===== src/rtl/friscv_pkg.sv =====
// Shared types for the execute-stage multiply/divide unit.
// The op encoding equals funct3 of the RV32M instructions.
package friscv_pkg;

    localparam int ARCH = 32;

    typedef enum logic [2:0] {
        MD_MUL    = 3'd0,
        MD_MULH   = 3'd1,
        MD_MULHSU = 3'd2,
        MD_MULHU  = 3'd3,
        MD_DIV    = 3'd4,
        MD_DIVU   = 3'd5,
        MD_REM    = 3'd6,
        MD_REMU   = 3'd7
    } md_op_t;

    typedef enum logic [1:0] {
        IDLE = 2'd0,
        BUSY = 2'd1,
        DONE = 2'd2
    } md_state_t;

    function automatic logic is_signed_a(md_op_t op);
        case (op)
            MD_MUL, MD_MULH, MD_MULHSU, MD_DIV, MD_REM: return 1'b1;
            default:                                    return 1'b0;
        endcase
    endfunction

    function automatic logic is_signed_b(md_op_t op);
        case (op)
            MD_MUL, MD_MULH, MD_DIV, MD_REM: return 1'b1;
            default:                         return 1'b0;
        endcase
    endfunction

endpackage


===== src/rtl/md_sign_fix.sv =====
// Two-lane conditional two's-complement negation: operands to magnitudes
// on the way in, magnitudes back to signed results on the way out.
module md_sign_fix #(
    parameter int XW = 32,
    parameter int YW = 32
) (
    input  logic [XW-1:0] x_in,
    input  logic          x_neg,
    input  logic [YW-1:0] y_in,
    input  logic          y_neg,
    output logic [XW-1:0] x_out,
    output logic [YW-1:0] y_out
);

    assign x_out = x_neg ? (~x_in + {{(XW-1){1'b0}}, 1'b1}) : x_in;
    assign y_out = y_neg ? (~y_in + {{(YW-1){1'b0}}, 1'b1}) : y_in;

endmodule


===== src/rtl/muldiv_unit.sv =====
// Iterative RV32M multiply/divide unit: radix-2 shift-add multiply and
// restoring divide on magnitudes, one bit per cycle, sign applied at the end.
module muldiv_unit
    import friscv_pkg::*;
#(
    parameter int WIDTH = ARCH,
    parameter int CNT_W = $clog2(WIDTH) + 1
) (
    input  logic             clk,
    input  logic             rst_n,
    input  logic             flush_in,
    input  logic             valid_in,
    output logic             ready_out,
    input  md_op_t           op_in,
    input  logic [WIDTH-1:0] a_in,
    input  logic [WIDTH-1:0] b_in,
    output logic             valid_out,
    input  logic             ready_in,
    output logic [WIDTH-1:0] result_out
);

    localparam logic [WIDTH-1:0] ZERO     = {WIDTH{1'b0}};
    localparam logic [WIDTH-1:0] ONES     = {WIDTH{1'b1}};
    localparam logic [WIDTH-1:0] MIN_VAL  = {1'b1, {(WIDTH-1){1'b0}}};
    localparam logic [CNT_W-1:0] CNT_ONE  = {{(CNT_W-1){1'b0}}, 1'b1};
    localparam logic [CNT_W-1:0] CNT_INIT = CNT_W'(WIDTH);

    md_state_t          state_r, next_state_s;
    md_op_t             op_r;
    logic [2*WIDTH-1:0] prod_r, nxt_prod_s, fix_x_in_s, fix_prod_s;
    logic [WIDTH-1:0]   rem_r, nxt_rem_s, div_r, result_r;
    logic [WIDTH-1:0]   mag_a_s, mag_b_s, special_res_s, final_res_s, fix_rem_s;
    logic [WIDTH-1:0]   div_diff_s;
    logic [WIDTH:0]     mul_sum_s, div_shift_s;
    logic [CNT_W-1:0]   cnt_r;
    logic               sa_r, sb_r, valid_r, ready_r;
    logic               accept_s, special_s, neg_a_s, neg_b_s, last_iter_s, div_ge_s;

    assign ready_out  = ready_r;
    assign valid_out  = valid_r;
    assign result_out = result_r;

    assign accept_s    = valid_in && ready_r && (state_r == IDLE) && !flush_in;
    assign last_iter_s = (cnt_r == CNT_ONE);
    assign neg_a_s     = is_signed_a(op_in) && a_in[WIDTH-1];
    assign neg_b_s     = is_signed_b(op_in) && b_in[WIDTH-1];
    // Divide by zero, or MIN / -1 for the signed divides (op[0]==0)
    assign special_s   = op_in[2] && ((b_in == ZERO) ||
                         (!op_in[0] && (a_in == MIN_VAL) && (b_in == ONES)));

    md_sign_fix #(.XW(WIDTH), .YW(WIDTH)) u_in_fix (
        .x_in  (a_in),
        .x_neg (neg_a_s),
        .y_in  (b_in),
        .y_neg (neg_b_s),
        .x_out (mag_a_s),
        .y_out (mag_b_s)
    );

    // Architectural results for the divide corner cases, decided at accept
    always_comb begin
        special_res_s = ZERO;
        if (b_in == ZERO) begin
            if (op_in[1]) special_res_s = a_in;
            else          special_res_s = ONES;
        end else begin
            if (op_in[1]) special_res_s = ZERO;
            else          special_res_s = MIN_VAL;
        end
    end

    assign mul_sum_s   = {1'b0, prod_r[2*WIDTH-1:WIDTH]} + {1'b0, div_r};
    assign div_shift_s = {rem_r, prod_r[WIDTH-1]};
    assign div_ge_s    = (div_shift_s >= {1'b0, div_r});
    assign div_diff_s  = div_shift_s[WIDTH-1:0] - div_r;

    // One iteration: the low half of prod_r holds the multiplier or the dividend/quotient
    always_comb begin
        nxt_prod_s = prod_r;
        nxt_rem_s  = rem_r;
        if (op_r[2]) begin
            nxt_prod_s = {prod_r[2*WIDTH-1:WIDTH], prod_r[WIDTH-2:0], div_ge_s};
            if (div_ge_s) nxt_rem_s = div_diff_s;
            else          nxt_rem_s = div_shift_s[WIDTH-1:0];
        end else if (prod_r[0]) begin
            nxt_prod_s = {mul_sum_s, prod_r[WIDTH-1:1]};
        end else begin
            nxt_prod_s = {1'b0, prod_r[2*WIDTH-1:1]};
        end
    end

    assign fix_x_in_s = op_r[2] ? {ZERO, nxt_prod_s[WIDTH-1:0]} : nxt_prod_s;

    md_sign_fix #(.XW(2*WIDTH), .YW(WIDTH)) u_out_fix (
        .x_in  (fix_x_in_s),
        .x_neg (sa_r ^ sb_r),
        .y_in  (nxt_rem_s),
        .y_neg (sa_r),
        .x_out (fix_prod_s),
        .y_out (fix_rem_s)
    );

    // Pick the result field for the operation in flight
    always_comb begin
        final_res_s = fix_prod_s[WIDTH-1:0];
        case (op_r)
            MD_MULH, MD_MULHSU, MD_MULHU: final_res_s = fix_prod_s[2*WIDTH-1:WIDTH];
            MD_REM, MD_REMU:              final_res_s = fix_rem_s;
            default:                      final_res_s = fix_prod_s[WIDTH-1:0];
        endcase
    end

    // Next-state logic; flush overrides accept and handoff
    always_comb begin
        next_state_s = state_r;
        if (flush_in) begin
            next_state_s = IDLE;
        end else begin
            case (state_r)
                IDLE: begin
                    if (accept_s) next_state_s = special_s ? DONE : BUSY;
                    else          next_state_s = IDLE;
                end
                BUSY: begin
                    if (last_iter_s) next_state_s = DONE;
                    else             next_state_s = BUSY;
                end
                DONE: begin
                    if (ready_in) next_state_s = IDLE;
                    else          next_state_s = DONE;
                end
                default: next_state_s = IDLE;
            endcase
        end
    end

    // State and handshake registers; ready waits one idle cycle after a handoff
    always_ff @(posedge clk or negedge rst_n) begin
        if (!rst_n) begin
            state_r <= IDLE;
            valid_r <= 1'b0;
            ready_r <= 1'b0;
        end else begin
            state_r <= next_state_s;
            valid_r <= (next_state_s == DONE);
            ready_r <= (state_r == IDLE) && (next_state_s == IDLE);
        end
    end

    // Operand capture, iteration datapath and result register
    always_ff @(posedge clk or negedge rst_n) begin
        if (!rst_n) begin
            prod_r   <= {2*WIDTH{1'b0}};
            rem_r    <= ZERO;
            div_r    <= ZERO;
            op_r     <= MD_MUL;
            sa_r     <= 1'b0;
            sb_r     <= 1'b0;
            cnt_r    <= {CNT_W{1'b0}};
            result_r <= ZERO;
        end else if (accept_s) begin
            prod_r <= {ZERO, mag_a_s};
            rem_r  <= ZERO;
            div_r  <= mag_b_s;
            op_r   <= op_in;
            sa_r   <= neg_a_s;
            sb_r   <= neg_b_s;
            cnt_r  <= CNT_INIT;
            if (special_s) result_r <= special_res_s;
        end else if ((state_r == BUSY) && !flush_in) begin
            prod_r <= nxt_prod_s;
            rem_r  <= nxt_rem_s;
            cnt_r  <= cnt_r - CNT_ONE;
            if (last_iter_s) result_r <= final_res_s;
        end
    end

endmodule


===== config.mk =====
export PLATFORM = sky130hd
export DESIGN_NAME = muldiv_unit
export DESIGN_NICKNAME = d
export VERILOG_FILES = /design/src/rtl/friscv_pkg.sv /design/src/rtl/md_sign_fix.sv /design/src/rtl/muldiv_unit.sv
export SDC_FILE = /design/constraint.sdc
export NUM_CORES = 1
export LEC_CHECK = 0
export ABC_AREA = 1
export CORE_MARGIN = 1
export CORE_UTILIZATION = 45
export DETAILED_ROUTE_END_ITERATION = 8
export GPL_TIMING_DRIVEN = 0
export PLACE_DENSITY = 0.69
export RECOVER_POWER = 50
export SETUP_SLACK_MARGIN = 0.3
export SYNTH_ARGS = -nofsm -noshare
export SYNTH_HDL_FRONTEND = slang
export SYNTH_SLANG_ARGS = --single-unit
export TNS_END_PERCENT = 30

===== constraint.sdc =====
create_clock -name clk -period 9.5 [get_ports clk]
set_input_delay 2.85 -clock clk [delete_from_list [all_inputs] [get_ports clk]]
set_output_delay 2.85 -clock clk [all_outputs]
set_load 0.01 [all_outputs]

==> results of run 1 <==
-- layout make-up --
class                   instances  area (µm²)  share of cell area [%]
flip-flops and latches        175        4380                    20.6
repair buffers                106        1070                    5.05
clock buffers                  19         433                    2.04
multi-input cells            2456       12300                    58.1
inverters                     449        1690                    7.95
well taps                     532         666                    3.13
plain buffers                 103         488                    2.30
clock inverters                13         174                   0.819
-- metal layers --
layer / up-vias / track usage, % / wire [µm]
met5: - / 2.19 / 144
li1: 10600 / - / -
met2: 1216 / 62.6 / 37500
met4: 4 / 19.7 / 4400
met3: 238 / 9.61 / 8950
met1: 10600 / 53.7 / 35900
-- worst max path at each step --
stage | slack (ns) | cells past startpoint | start | to
after global placement | -1.92 | 1 | rst_n | prod_r[20]
after detailed placement | 2.72 | 18 | a_in[0] | result_out[20]
final | 2.62 | 1 | rst_n | prod_r[20]
after floorplan | 4.47 | 19 | b_in[0] | result_out[11]
after CTS | 3.24 | 18 | a_in[0] | result_out[12]
after global routing | 1.60 | 1 | rst_n | prod_r[22]
-- where the power goes --
| part | internal [W] | switching (W) | total, W | leakage [nW] |
|---|---|---|---|---|
| registers | 0.000937 | 0.000237 | 0.00117 | 2.31 |
| clock network | 0.000418 | 0.000351 | 0.000769 | 0.291 |
| logic | 0.00137 | 0.00331 | 0.00468 | 8.48 |
-- kinds of logic after synthesis --
family,synth area share (%)
simple gates,41.6
flops,23.2
fa+ha+maj,4.85
buf+inv,11.5
xor+xnor,2.69
compound gates,16.1
-- cells in the final DEF (no fill, tap or decap), types with 44 or more instances in the layout --
master | Yosys | routed
o21ai_0 | 208 | 208
nor2_1 | 314 | 314
ha_1 | 70 | 70
inv_1 | 432 | 432
dfrtp_1 | 175 | 175
nand4_1 | 65 | 65
xor2_1 | 44 | 44
nand2_1 | 949 | 949
nand3_1 | 300 | 300
clkbuf_1 | 56 | 59
clkdlybuf4s50_1 | 0 | 87
a21oi_1 | 184 | 184
-- cells in the mapped netlist (2+ instances only) --
| master | n | area share [%] |
|---|---|---|
| xor2_1 | 44 | 2.0 |
| nor3_1 | 43 | 1.1 |
| o21ai_2 | 4 | 0.19 |
| nor2_1 | 314 | 6.2 |
| o21ai_1 | 16 | 0.42 |
| o211ai_1 | 23 | 0.91 |
| o31ai_1 | 4 | 0.16 |
| nand3_1 | 300 | 7.9 |
| nor2_2 | 26 | 0.86 |
| o22ai_1 | 19 | 0.63 |
| ha_1 | 70 | 4.6 |
| buf_2 | 18 | 0.48 |
| nand2_2 | 17 | 0.56 |
| xnor2_1 | 14 | 0.65 |
| nand2_4 | 7 | 0.42 |
| nand3_2 | 9 | 0.48 |
| inv_2 | 14 | 0.28 |
| o221ai_1 | 33 | 1.5 |
| buf_6 | 10 | 0.60 |
| o21ai_0 | 208 | 5.5 |
| fa_1 | 2 | 0.21 |
| inv_1 | 432 | 8.6 |
| a31oi_1 | 8 | 0.26 |
| nor4_1 | 10 | 0.33 |
| clkbuf_1 | 56 | 1.1 |
| a21oi_2 | 2 | 0.093 |
| or2_2 | 2 | 0.066 |
| nand2_1 | 949 | 19 |
| nand2_8 | 3 | 0.32 |
| dfrtp_1 | 175 | 23 |
| nand4_1 | 65 | 2.2 |
| nor3_2 | 6 | 0.32 |
| o21bai_1 | 32 | 1.3 |
| nor2_8 | 3 | 0.32 |
| clkinv_1 | 2 | 0.040 |
| a21oi_1 | 184 | 4.9 |
| buf_1 | 18 | 0.36 |
| nor2_4 | 11 | 0.66 |
| nand3b_1 | 17 | 0.68 |
-- flip-flops by register name, summed over array words and instances (netlist names) --
signal / count
rem_r: 32
op_r: 3
ready_out: 1
sb_r: 1
prod_r: 64
div_r: 32
valid_out: 1
sa_r: 1
state_r: 2
cnt_r: 6
result_out: 32
-- per-stage QoR --
step	setup TNS, ns	cells	instance area [µm²]	total power, W
finish	0	3853	21200	0.00663
floorplan	0	3183	18900	0.00419
global route	0	3853	21200	0.00706
detailed placement	0	3821	20600	0.00569
CTS	0	3853	21300	0.00647
global placement	-332.28	3820	20600	0.00564
==> metrics.txt, run 1 <==
# TYPE chip_impl_metric gauge
chip_impl_metric{name="synth.yosys.warnings",unit=""} 0
chip_impl_info{name="timing.hold.worst.class",value="reg -> reg"} 1
chip_impl_info{name="whs_endpoint",value="ready_out"} 1
chip_impl_metric{name="worst_slack",unit="ns"} 2.62
chip_impl_metric{name="post_cts_setup_buffer_count",unit=""} 0
chip_impl_info{name="grt_setup_unrepaired",value="no"} 1
chip_impl_metric{name="num_vias",unit=""} 22700
chip_impl_info{name="cpMaxStageDelayCell",value="clkbuf_1"} 1
chip_impl_metric{name="power.leakage",unit="nW"} 11.1
chip_impl_info{name="ys_dominant_reg_cell",value="dfrtp_1"} 1
chip_impl_metric{name="critical_path.max_stage_delay",unit="ns"} 3.30
chip_impl_metric{name="place.detailed.hpwl",unit="µm"} 71300
chip_impl_metric{name="cp_data_required_time",unit="ns"} 8.93
chip_impl_metric{name="synth_cell_type_count",unit=""} 52
chip_impl_metric{name="ff2ff_path_depth",unit=""} 24
chip_impl_metric{name="ant_nets",unit=""} 0
chip_impl_metric{name="cap_violations",unit=""} 1
chip_impl_metric{name="core_region_area",unit="mm²"} 0.0411
chip_impl_metric{name="hold_buffers",unit=""} 0
chip_impl_metric{name="fp.dieArea",unit="mm²"} 0.0428
chip_impl_info{name="tritoncts",value="done"} 1
chip_impl_metric{name="drt_drc_violations_left",unit=""} 0
chip_impl_metric{name="drt_iter0_drc",unit=""} 2742
chip_impl_metric{name="cellPowerDensity",unit="mW/mm²"} 312
chip_impl_metric{name="via_per_instance_ratio",unit=""} 5.90
chip_impl_metric{name="clkLatencyLatePin",unit="ns"} 0.50
chip_impl_metric{name="gp_routability_congestion",unit=""} 1.02
chip_impl_metric{name="synth-seq-cells",unit=""} 175
chip_impl_metric{name="first_global_vias",unit=""} 21000
chip_impl_metric{name="timing_hold_violations_final",unit=""} 0
chip_impl_metric{name="syn_area_per_cell",unit="µm²"} 5.94
chip_impl_metric{name="worst_hold_slack",unit="ns"} 0.470
chip_impl_metric{name="netlist_area",unit="mm²"} 0.0189
chip_impl_metric{name="fill_cells",unit=""} 4331
chip_impl_metric{name="cp_num_buf_inv",unit=""} 1
chip_impl_info{name="critical-path-top-delay-family",value="buffers and inverters"} 1
chip_impl_metric{name="synth_seq_area_share",unit="%"} 23.2
chip_impl_metric{name="synth_edf_count",unit=""} 0
chip_impl_metric{name="final_layout_size_suffix_gt1_share",unit="%"} 5.12
chip_impl_metric{name="drt-pass1-iter-count",unit=""} 6
chip_impl_info{name="violations",value="max-capacitance violations, max-slew violations"} 1
chip_impl_metric{name="floorplan.io_pins",unit=""} 106
chip_impl_info{name="series_of_cell_instances_along_the_critical_path",value="clkbuf_1"} 1
chip_impl_metric{name="async_flop_share",unit="%"} 100
chip_impl_metric{name="syn_nets",unit=""} 3327
chip_impl_metric{name="floorplan.initialDensity",unit="%"} 46.0
chip_impl_metric{name="routedWlPerCell",unit="µm"} 22.5
chip_impl_metric{name="setup-violations-final",unit=""} 0
chip_impl_metric{name="final_util",unit="%"} 51.7
chip_impl_info{name="root_buffer",value="clkbuf_16"} 1
chip_impl_metric{name="largest_net_degree_at_the_start_of_global_routing",unit=""} 90
chip_impl_metric{name="placement.io_buffers",unit=""} 105
chip_impl_metric{name="pre_cts_ws",unit="ns"} 2.72
chip_impl_metric{name="slew_viol_final",unit=""} 87
chip_impl_metric{name="final_net_count",unit=""} 3452
chip_impl_metric{name="arrival",unit="ns"} 6.31
chip_impl_metric{name="grt_pass1_wl",unit="µm"} 127000
chip_impl_metric{name="cts_max_level",unit=""} 4
chip_impl_metric{name="reg2reg_setup_slack",unit="ns"} 4.77
chip_impl_metric{name="fp.dieW",unit="µm"} 207
chip_impl_metric{name="tightest_slew",unit="ns"} 4.91
chip_impl_metric{name="cts_buffer_depth",unit=""} 2
chip_impl_metric{name="areaGrowthSynthToFinish",unit="%"} 12.4
chip_impl_info{name="r2r-start",value="div_r[2]"} 1
chip_impl_metric{name="antenna_found_initial",unit=""} 2
chip_impl_metric{name="rows",unit=""} 74
chip_impl_metric{name="die_y_extent",unit="µm"} 207
chip_impl_metric{name="timing.final.crit_share",unit="%"} 72.5
chip_impl_info{name="r2r-end",value="result_out[20]"} 1
chip_impl_metric{name="track_usage",unit="%"} 40.8
chip_impl_metric{name="hold-path-cell-count",unit=""} 1
chip_impl_metric{name="maxClockFrequency",unit="MHz"} 145
chip_impl_info{name="run_status",value="finished with violations"} 1
chip_impl_metric{name="timing.critical_path.fanout_max",unit=""} 87
chip_impl_info{name="worstSetupEndpointType",value="async pin"} 1
chip_impl_metric{name="cts_resized",unit=""} 0
chip_impl_metric{name="rel_slew_slack",unit="%"} -227
chip_impl_info{name="hold_path.startpoint",value="state_r[0]"} 1
chip_impl_metric{name="antenna_diode_count",unit=""} 0
chip_impl_metric{name="tritoncts_num_sinks",unit=""} 175
chip_impl_metric{name="overflow",unit=""} 0
chip_impl_metric{name="timing.clock.skew",unit="ns"} 0.0183
chip_impl_metric{name="route.final.wire_length",unit="µm"} 86900
chip_impl_metric{name="netlist_instances",unit=""} 3183
chip_impl_info{name="classification_of_the_worst_setup_path",value="in -> async"} 1
chip_impl_metric{name="worst_setup_hold_path_clk_slew",unit="ns"} 0.07
chip_impl_metric{name="vdd_ir_drop_max",unit="mV"} 0.169
chip_impl_metric{name="tritoncts.num_buffers",unit=""} 17
chip_impl_metric{name="min_period",unit="ns"} 6.88
chip_impl_info{name="start_kind",value="primary input"} 1
No activity file was read; power rests on OpenSTA's default activity.
==> inputs of run 2 (changes only) <==
PLACE_DENSITY = 0.71   (was 0.69)
clock period = 6.2 ns   (was 9.5 ns; I/O delays follow)
==> run 2 against run 1 <==
The flow still finishes with violations (max-capacitance violations, max-slew violations). Clock-buffer cell count unchanged. Utilization is 0.16 points lower. Sequential cell count stayed put. Cell area decreased by 0.31%. Via count shrank 0.77%. Register-to-register slack lost 3.1 ns. Clock power increased by 37%. Clock skew increased by 0.0011 ns. Critical path type is now in -> reg. Highest routed layer unchanged.
==> metrics.txt, run 2 (synthesis results as in run 1) <==
# TYPE chip_impl_metric gauge
chip_impl_metric{name="reg2reg_setup_slack",unit="ns"} 1.64
chip_impl_info{name="r2r-end",value="result_out[12]"} 1
chip_impl_metric{name="arrival",unit="ns"} 5.88
chip_impl_info{name="worstSetupEndpointType",value="register"} 1
chip_impl_metric{name="cts_buffer_depth",unit=""} 2
chip_impl_metric{name="final_net_count",unit=""} 3452
chip_impl_metric{name="number_of_flip_flops_in_the_largest_register",unit=""} 64
chip_impl_metric{name="share_comb_of_total_power",unit="%"} 71.3
chip_impl_metric{name="worst_setup_hold_path_clk_slew",unit="ns"} 0.07
chip_impl_metric{name="routedWlPerCell",unit="µm"} 22.3
chip_impl_metric{name="floorplan.initialDensity",unit="%"} 46.0
chip_impl_metric{name="pre_cts_ws",unit="ns"} 0.432
chip_impl_metric{name="via_per_instance_ratio",unit=""} 5.85
chip_impl_metric{name="timing_hold_violations_final",unit=""} 0
chip_impl_metric{name="place.detailed.hpwl",unit="µm"} 70700
chip_impl_metric{name="fp.dieW",unit="µm"} 207
chip_impl_metric{name="rel_slew_slack",unit="%"} -134
chip_impl_info{name="grt_setup_unrepaired",value="no"} 1
chip_impl_metric{name="antenna_found_initial",unit=""} 2
chip_impl_info{name="layout_common_cells",value="nand2_1 (949), inv_1 (432), nor2_1 (314)"} 1
chip_impl_metric{name="critical_path.max_stage_delay",unit="ns"} 0.48
chip_impl_info{name="violations",value="max-capacitance violations, max-slew violations"} 1
chip_impl_metric{name="dpl.cell_count",unit=""} 3821
chip_impl_metric{name="floorplan.io_pins",unit=""} 106
chip_impl_info{name="classification_of_the_worst_setup_path",value="in -> reg"} 1
chip_impl_metric{name="critical_path_cell_count",unit=""} 18
chip_impl_metric{name="largest_net_degree_at_the_start_of_global_routing",unit=""} 116
chip_impl_metric{name="cap_violations",unit=""} 1
chip_impl_metric{name="timing.clock.skew",unit="ns"} 0.0194
chip_impl_info{name="tritoncts",value="done"} 1
chip_impl_metric{name="cp_data_required_time",unit="ns"} 6.61
chip_impl_metric{name="rows",unit=""} 74
chip_impl_metric{name="overflow",unit=""} 0
chip_impl_metric{name="gp_routability_congestion",unit=""} 1.08
chip_impl_metric{name="first_global_vias",unit=""} 20700
chip_impl_metric{name="p_seq_share",unit="%"} 18.2
chip_impl_metric{name="num_vias",unit=""} 22600
chip_impl_info{name="critical-path-top-delay-family",value="simple AND/OR/NAND/NOR gates"} 1
chip_impl_metric{name="cell_internal_pwr",unit="W"} 0.00407
chip_impl_metric{name="drt-pass1-iter-count",unit=""} 7
chip_impl_metric{name="slew_viol_final",unit=""} 61
chip_impl_metric{name="final_layout_size_suffix_gt1_share",unit="%"} 5.15
chip_impl_metric{name="tritoncts_num_sinks",unit=""} 175
chip_impl_metric{name="power.leakage",unit="nW"} 11.0
chip_impl_metric{name="finish.cell_count_without_fillers",unit=""} 3853
chip_impl_metric{name="grt_pass1_wl",unit="µm"} 126000
chip_impl_metric{name="timing.critical_path.fanout_max",unit=""} 10
chip_impl_metric{name="maxClockFrequency",unit="MHz"} 183
chip_impl_info{name="run_status",value="finished with violations"} 1
chip_impl_metric{name="p_sw_share",unit="%"} 59.2
chip_impl_info{name="timing.hold.worst.class",value="reg -> reg"} 1
chip_impl_info{name="layout.cells.most_common",value="nand2_1"} 1
chip_impl_metric{name="clkLatencyLatePin",unit="ns"} 0.48
chip_impl_metric{name="min_period",unit="ns"} 5.47
chip_impl_metric{name="track_usage",unit="%"} 40.2
chip_impl_metric{name="route.final.wire_length",unit="µm"} 85800
chip_impl_metric{name="ff2ff_path_depth",unit=""} 24
chip_impl_info{name="endpoint",value="result_out[15]"} 1
chip_impl_info{name="cpMaxStageDelayCell",value="clkdlybuf4s50_1"} 1
chip_impl_metric{name="cts_resized",unit=""} 0
chip_impl_metric{name="total_power",unit="W"} 0.00998
chip_impl_metric{name="clkPwrFrac",unit="%"} 10.5
chip_impl_info{name="series_of_cell_instances_along_the_critical_path",value="clkdlybuf4s50_1 -> inv_1 -> ha_1 -> nand3_1 -> nor3_2 -> nand4_1 -> nor3_2 -> nand4_1 -> nor2_1 -> nand3_1 -> nand2_1 -> nand3_1 -> nand2_2 -> nand2_2 -> buf_2 -> a21oi_1 -> nand2_1 -> nand2_1"} 1
chip_impl_metric{name="tritoncts.num_buffers",unit=""} 17
chip_impl_metric{name="drt_iter0_drc",unit=""} 2631
chip_impl_metric{name="cts_max_level",unit=""} 4
chip_impl_metric{name="core_region_area",unit="mm²"} 0.0411
chip_impl_metric{name="setup-violations-final",unit=""} 0
chip_impl_metric{name="tightest_slew",unit="ns"} 3.52
chip_impl_metric{name="areaGrowthSynthToFinish",unit="%"} 12.1
chip_impl_info{name="setup.worst_path.start",value="a_in[0]"} 1
chip_impl_metric{name="netSwitchingPower",unit="W"} 0.00591
chip_impl_metric{name="placement.io_buffers",unit=""} 105
chip_impl_metric{name="timing.final.crit_share",unit="%"} 88.2
chip_impl_metric{name="ant_nets",unit=""} 0
chip_impl_metric{name="post_cts_setup_buffer_count",unit=""} 0
chip_impl_metric{name="cellPowerDensity",unit="mW/mm²"} 471
chip_impl_info{name="root_buffer",value="clkbuf_16"} 1
chip_impl_metric{name="worst_slack",unit="ns"} 0.733
chip_impl_metric{name="die_y_extent",unit="µm"} 207
chip_impl_metric{name="cp_num_buf_inv",unit=""} 3
chip_impl_metric{name="hold_buffers",unit=""} 0
chip_impl_info{name="start_kind",value="primary input"} 1
chip_impl_metric{name="drt_drc_violations_left",unit=""} 0
chip_impl_metric{name="worst_hold_slack",unit="ns"} 0.469
chip_impl_metric{name="fp.dieArea",unit="mm²"} 0.0428
chip_impl_info{name="r2r-start",value="rem_r[7]"} 1
chip_impl_metric{name="vdd_ir_drop_max",unit="mV"} 0.223
chip_impl_info{name="max_flop_register",value="prod_r"} 1
-- run 2: metrics by stage --
step / utilization [%] / cell area [µm²] / setup TNS, ns
final: 51.5 / 21200 / 0
after detailed placement: 50.2 / 20600 / 0
after floorplan: - / 18900 / 0
after global placement: 50.1 / 20600 / -715.66
after global routing: 51.5 / 21200 / 0
after CTS: 51.5 / 21200 / 0
-- run 2: cell type report --
class                           count  area (µm²)
Antenna cell                        1        2.50
Clock inverter                     12        85.1
Inverter                          449        1690
Tap cell                          532         666
Multi-Input combinational cell   2456       12300
Fill cell                        4424       19900
Sequential cell                   175        4380
Timing Repair Buffer              106        1070
Buffer                            103         488
Clock buffer                       19         453
-- run 2: how the worst min path moves through the flow --
stage	from	end	slack, ns	cells past startpoint
2_1_floorplan	state_r[0]	ready_out	0.44	1
3_3_place_gp	state_r[0]	ready_out	0.45	1
3_5_place_dp	state_r[0]	ready_out	0.46	1
4_1_cts	state_r[0]	ready_out	0.47	1
5_1_grt	state_r[0]	ready_out	0.49	1
6_report	state_r[0]	ready_out	0.47	1
-- run 2: power groups by stage --
stage                     combinational [W]  clock [W]  sequential (W)
after floorplan                     0.00479          0         0.00163
after global placement              0.00683          0         0.00180
after CTS                           0.00690    0.00105         0.00178
final                               0.00711    0.00105         0.00181
after global routing                0.00773    0.00110         0.00183
after detailed placement            0.00687          0         0.00180
-- run 2: metal layers --
layer	vias up	GRT usage (%)	routed length, µm
li1	10600	-	-
met1	10500	52.5	35500
met2	1185	61.8	37200
met3	222	8.52	8100
met4	2	22.1	4900
met5	-	0	17
